### config.mk
export PLATFORM = sky130hd
export DESIGN_NAME = hdr_tonemap
export DESIGN_NICKNAME = d
export VERILOG_FILES = /design/src/rtl/hdr_tonemap.sv
export SDC_FILE = /design/constraint.sdc
export NUM_CORES = 1
export LEC_CHECK = 0
export CAP_MARGIN = 20
export CORE_ASPECT_RATIO = 1.4
export CORE_MARGIN = 1.5
export CORE_UTILIZATION = 65
export CTS_CLUSTER_SIZE = 40
export DETAILED_ROUTE_END_ITERATION = 8
export GPL_TIMING_DRIVEN = 0
export PLACE_DENSITY_LB_ADDON = 0.05
export SETUP_SLACK_MARGIN = 0.02
export SLEW_MARGIN = 20
export SYNTH_ARGS = -nofsm -noshare
export SYNTH_HDL_FRONTEND = slang
export SYNTH_SLANG_ARGS = --single-unit
### constraint.sdc
create_clock -name clk -period 19.3 [get_ports clk]
set_clock_uncertainty 0.05 [all_clocks]
set_input_delay 3.86 -clock clk [delete_from_list [all_inputs] [get_ports clk]]
set_output_delay 3.86 -clock clk [all_outputs]
set_load 0.05 [all_outputs]
### src/rtl/hdr_tonemap.sv
// Log-radiance to RGB565 tone mapper: per-channel offset/shift taken from the previous
// frame's min/max, two-stage pipeline, and a 4-entry first-word-fall-through output FIFO.
module hdr_tonemap #(
    parameter int N             = 16,
    parameter int FP            = 8,
    parameter int PIX_PER_FRAME = 76800
) (
    input  logic                clk,
    input  logic                rst,
    input  logic signed [N-1:0] lE_red,
    input  logic signed [N-1:0] lE_green,
    input  logic signed [N-1:0] lE_blue,
    input  logic                le_valid,
    output logic                le_ready,
    output logic [15:0]         pix_out,
    output logic                pix_valid,
    input  logic                pix_ready,
    output logic                frame_done
);
    localparam int SH_W  = $clog2(N + 2);
    localparam int CNT_W = $clog2(PIX_PER_FRAME);
    localparam logic [CNT_W-1:0]   LAST  = CNT_W'(PIX_PER_FRAME - 1);
    localparam logic signed [N-1:0] S_MAX = {1'b0, {(N-1){1'b1}}};
    localparam logic signed [N-1:0] S_MIN = {1'b1, {(N-1){1'b0}}};

    function automatic logic [SH_W-1:0] bit_len(input logic [N-1:0] span);
        logic [SH_W-1:0] l;
        l = '0;
        for (int i = 0; i < N; i++)
            if (span[i]) l = SH_W'(i + 1);
        return l;
    endfunction

    function automatic logic [SH_W-1:0] frame_shift(input logic [SH_W-1:0] l,
                                                    input logic [SH_W-1:0] bits);
        return (l > bits) ? l - bits : '0;
    endfunction

    // Negative offsets floor to zero, large values saturate at the channel limit.
    function automatic logic [5:0] map_chan(input logic signed [N:0]   d,
                                            input logic [SH_W-1:0]     sh,
                                            input logic [5:0]          lim);
        logic signed [N:0] v;
        v = d >>> sh;
        if (d < 0)
            return 6'd0;
        else if (v > $signed({{(N-5){1'b0}}, lim}))
            return lim;
        else
            return v[5:0];
    endfunction

    logic signed [N-1:0] le [3];
    logic signed [N-1:0] lo_q [3], lo_d [3], min_q [3], min_d [3], max_q [3], max_d [3];
    logic signed [N-1:0] mn [3], mx [3];
    logic [N-1:0]        span [3];
    logic [SH_W-1:0]     len [3], sh_q [3], sh_d [3], sh_p1_q [3];
    logic signed [N:0]   d_p1_q [3], d_p1_d [3];
    logic [CNT_W-1:0]    in_cnt_q, in_cnt_d, out_cnt_q, out_cnt_d;
    logic                vld_p1_q, vld_p1_d, vld_p2_q, vld_p2_d;
    logic [4:0]          r5, b5;
    logic [5:0]          g6;
    logic [15:0]         pix_p2_q, pix_p2_d;
    logic [15:0]         mem_q [4];
    logic [1:0]          wr_ptr_q, wr_ptr_d, rd_ptr_q, rd_ptr_d;
    logic [2:0]          cnt_q, cnt_d;
    logic                frame_done_q, frame_done_d;
    logic                accept, last_in, push, pop;

    assign le[0] = lE_red;
    assign le[1] = lE_green;
    assign le[2] = lE_blue;

    assign le_ready   = (4'(cnt_q) + 4'(vld_p1_q) + 4'(vld_p2_q)) < 4'd4;
    assign pix_valid  = (cnt_q != 3'd0);
    assign pix_out    = mem_q[rd_ptr_q];
    assign frame_done = frame_done_q;

    // Accept / statistics: the last pixel's value is folded in before the frame closes.
    always_comb begin
        accept   = le_valid && le_ready;
        last_in  = (in_cnt_q == LAST);
        in_cnt_d = in_cnt_q;
        vld_p1_d = accept;
        if (accept) in_cnt_d = last_in ? '0 : in_cnt_q + 1'b1;
        for (int c = 0; c < 3; c++) begin
            mn[c]     = (le[c] < min_q[c]) ? le[c] : min_q[c];
            mx[c]     = (le[c] > max_q[c]) ? le[c] : max_q[c];
            span[c]   = mx[c] - mn[c];
            len[c]    = bit_len(span[c]);
            d_p1_d[c] = {le[c][N-1], le[c]} - {lo_q[c][N-1], lo_q[c]};
            lo_d[c]   = lo_q[c];
            sh_d[c]   = sh_q[c];
            min_d[c]  = min_q[c];
            max_d[c]  = max_q[c];
            if (accept) begin
                min_d[c] = mn[c];
                max_d[c] = mx[c];
                if (last_in) begin
                    lo_d[c]  = mn[c];
                    sh_d[c]  = frame_shift(len[c], (c == 1) ? SH_W'(6) : SH_W'(5));
                    min_d[c] = S_MAX;
                    max_d[c] = S_MIN;
                end
            end
        end
    end

    // S2: shift, clamp and pack
    always_comb begin
        vld_p2_d = vld_p1_q;
        r5       = 5'(map_chan(d_p1_q[0], sh_p1_q[0], 6'd31));
        g6       = map_chan(d_p1_q[1], sh_p1_q[1], 6'd63);
        b5       = 5'(map_chan(d_p1_q[2], sh_p1_q[2], 6'd31));
        pix_p2_d = {r5, g6, b5};
    end

    // Output FIFO and pop-side frame counter
    always_comb begin
        push         = vld_p2_q;
        pop          = pix_valid && pix_ready;
        wr_ptr_d     = push ? wr_ptr_q + 2'd1 : wr_ptr_q;
        rd_ptr_d     = pop ? rd_ptr_q + 2'd1 : rd_ptr_q;
        cnt_d        = cnt_q + {2'b00, push} - {2'b00, pop};
        out_cnt_d    = out_cnt_q;
        frame_done_d = 1'b0;
        if (pop) begin
            out_cnt_d    = (out_cnt_q == LAST) ? '0 : out_cnt_q + 1'b1;
            frame_done_d = (out_cnt_q == LAST);
        end
    end

    always_ff @(posedge clk) begin
        if (rst) begin
            vld_p1_q     <= 1'b0;
            vld_p2_q     <= 1'b0;
            wr_ptr_q     <= '0;
            rd_ptr_q     <= '0;
            cnt_q        <= '0;
            in_cnt_q     <= '0;
            out_cnt_q    <= '0;
            frame_done_q <= 1'b0;
            for (int c = 0; c < 3; c++) begin
                lo_q[c]  <= '0;
                sh_q[c]  <= (c == 1) ? SH_W'(FP - 3) : SH_W'(FP - 2);
                min_q[c] <= S_MAX;
                max_q[c] <= S_MIN;
            end
        end else begin
            vld_p1_q     <= vld_p1_d;
            vld_p2_q     <= vld_p2_d;
            wr_ptr_q     <= wr_ptr_d;
            rd_ptr_q     <= rd_ptr_d;
            cnt_q        <= cnt_d;
            in_cnt_q     <= in_cnt_d;
            out_cnt_q    <= out_cnt_d;
            frame_done_q <= frame_done_d;
            for (int c = 0; c < 3; c++) begin
                lo_q[c]  <= lo_d[c];
                sh_q[c]  <= sh_d[c];
                min_q[c] <= min_d[c];
                max_q[c] <= max_d[c];
            end
        end
    end

    // Datapath registers carry no reset; the valid flags qualify them.
    always_ff @(posedge clk) begin
        for (int c = 0; c < 3; c++) begin
            d_p1_q[c]  <= d_p1_d[c];
            sh_p1_q[c] <= sh_q[c];
        end
        pix_p2_q <= pix_p2_d;
        if (push) mem_q[wr_ptr_q] <= pix_p2_q;
    end
endmodule

==> summary.md <==
| Metric | Value |
|---|---|
| P per Cell Area | 125 mW/mm^2 |
| Area Growth Syn to Fin | 11.8% |
| Final Hold Fails | 0 |
| Yosys warnings | 0 |
| Die Ht | 217 um |
| Root Buffer | clkbuf_16 |
| Flops & latches, synth | 351 |
| Mux cell area share after synthesis | 0.0611 |
| Vias in the first global route | 18100 |
| Ant diodes | 0 |
| Worst-path clk slew | 0.06 ns |
| Total grt overflow | 0 |
| Status | complete, no violations |
| Num CTS Buffers | 36 |
| Via count | 18400 |
| Kind of critical path | in -> reg |
| Final setup violation count | 0 |
| Area contributors post-synth | dfxtp_1, ha_1, edfxtp_1, nor2_1, a21oi_1 |
| Depth of the most critical reg-to-reg path | 26 |
| Simple-gate share of the synthesized area | 0.153 |
| # port buffers | 70 |
| Adder-Cell Fraction of Synth Area | 0.125 |
| Final min period | 10.35 ns |
| Post-CTS Setup Bufs | 0 |
| Die area | 0.0339 sq mm |
| Tcrit/Tclk final | 0.536 |
| Post-Syn Area | 0.0213 sq mm |
| Avg Synthesized Cell Area | 8.67 sq um |
| Crit path max fanout | 10 |
| Htree depth | 2 |
| Drt drc | 0 |
| Crit path DAT | 10.72 ns |
| Commonest non-fill, non-tap cell in the layout | dfxtp_1 |
| Synth Net Count | 2718 |
| Num ports | 71 |
| Post-Synth XOR/XNOR Area | 0.0402 |
| Synth Area in Compound Gates | 0.205 |
| Yosys cell types | 84 |
| Largest net degree at the start of global routing | 17 |
| Hold Path Class | reg -> reg |
| Commonest cells after routing, fill and taps aside | dfxtp_1, nor2_1, inv_1, ha_1, nand2_1 |
| Total wire length | 54.6 mm |
| # hold bufs at CTS | 0 |
| Min Hold Slack | 0.299 ns |
| Fmax | 96.6 MHz |
| Synth Flop Type | dfxtp_1 |
| All-layer global routing usage | 0.322 |
| Hpwl dp | 41.6 mm |
| Die Wd | 156 um |
| Setup crit start kind | primary input |
| RSZ-0062 raised after global routing | no |
| Worst slew margin | 0.241 |
| Core Region | 0.0323 sq mm |
| Setup tns final | 0 ns |
| FP Rows | 78 |
| Synth area leader | dfxtp_1 |
| Wirelength per Cell | 18.0 um |
| Final Max Tran Viols | 0 |
| Post-synth EDFFs | 64 |
| CP Data Required Time | 19.68 ns |
| Clock tree buffer depth | 3 |
| Slew @ Worst Pin | 1.13 ns |
| First-pass GRT wire length | 87.5 mm |
| Fraction of layout cells with a size suffix above 1 | 0.0540 |
| P_leak | 9.92 nW |
| Register area share after synthesis | 0.360 |
| Post-CTS Resized | 0 |
| Clock sink count | 351 |
| Max_cap viols | 0 |
| Main combinational cell family by area after synthesis | compound AO/OA/AOI/OAI gates |
| Skew-Pair Late Insertion Delay | 0.55 ns |
| Initial Utilization | 0.660 |
| Routability cong. | 0.913 |
| Nets | 2826 |
| VDD IR-drop max | 0.0886 mV |
| Type of destination of the critical path | flop |
| Hold depth | 0 |
| Routed Antenna Nets | 0 |
| 1st-pass router iterations | 6 |
| DRT iter0 DRCs | 1151 |
| Initial antenna violation count | 0 |
| Top cell type's share of synthesized area | 0.270 |
| Via/cell ratio | 6.08 |
| Mapped Cells | 2458 |
| Post-synth ARST share | 0 |
| TritonCTS clock tree | done |
==> where the power goes <==
| group | leakage, nW | internal, mW | switching (mW) |
|---|---|---|---|
| clock network | 0.615 | 0.449 | 0.298 |
| logic | 6.38 | 0.541 | 0.834 |
| registers | 2.93 | 0.810 | 0.0401 |
| total | 9.92 | 1.80 | 1.17 |
==> Yosys cell counts (25+ instances only) <==
master and count:
a22oi_1 46, xnor2_1 56, nor2b_1 29, nand2b_1 29, a211oi_1 25, nor3_1 36, ha_1 201, dfxtp_1 287
clkbuf_1 85, o22ai_1 49, a21o_1 33, o211ai_1 56, nand3_1 47, o21ai_0 120, mux2_2 27, xor2_1 40
nor2_1 263, nand2_1 195, a21oi_1 185, inv_1 213, mux4_2 27, mux2i_1 39, edfxtp_1 64
==> final timing paths <==
path | startpoint | end | slack [ns]
hold reg to reg | sh_q[0][5] | sh_p1_q[0][5] | 0.30
setup reg to reg | max_q[0][31] | sh_q[0][6] | 12.50
setup / recovery | lE_green[15] | sh_q[0][6] | 8.95
hold / removal | sh_q[0][5] | sh_p1_q[0][5] | 0.30
==> kinds of logic after synthesis <==
kind of cell,count (synthesis)
fa+ha+maj,208
simple gates,709
compound gates,682
buf+inv,318
mux,93
flops,351
xor+xnor,97
==> final cells by class <==
type / count / area (sq um)
Clock inverter: 16 / 221
Buffer: 102 / 392
Sequential cell: 351 / 7670
Clock buffer: 49 / 1050
Fill cell: 2481 / 8480
Timing Repair Buffer: 70 / 701
Tap cell: 440 / 551
Inverter: 216 / 811
Multi-Input combinational cell: 1789 / 12400
==> flip-flops by register name (all words and copies together), names as in the netlist, 16 cells and up, named ones only <==
register / cells
pix_p2_q: 16
mem_q: 64
in_cnt_q: 17
out_cnt_q: 17
max_q: 48
min_q: 48
lo_q: 48
d_p1_q: 51
==> through the flow <==
stage	power (mW)	instances	setup WS [ns]	instance area [sq um]	utilization
detailed placement	2.21	2968	8.49	22600	0.698
global placement	2.17	2968	8.57	22600	0.698
CTS	2.96	3033	9.02	23800	0.738
floorplan	1.89	2458	10.33	21300	-
global route	3.15	3033	8.56	23800	0.738
finish	2.97	3033	8.95	23800	0.738
==> critical path: stages <==
cell and delay, ns:
clkdlybuf4s50_1 0.56, ha_1 0.40, and3_1 0.22, nand4_1 0.19
or3_1 0.49, a31oi_1 0.32, buf_2 0.34, buf_2 0.33
nor2_1 0.07, a21oi_1 0.20, ha_1 0.22, inv_1 0.06
fa_1 0.39, a21o_1 0.18, a21boi_1 0.23, o31ai_1 0.19
o311ai_1 0.48, o21ai_0 0.21, nor4b_1 0.39, nor3_2 0.12
a2111oi_0 0.40, nor2b_1 0.10, ha_1 0.25, o21ai_0 0.26
a21oi_1 0.11, a21o_1 0.18
==> routing by layer <==
layer / GRT usage / share of wire
met2: 0.606 / 0.51
met4: 0.138 / 0.041
met5: 0 / 0
met3: 0.0341 / 0.050
met1: 0.363 / 0.40
Power figures use the tool's default switching activity.
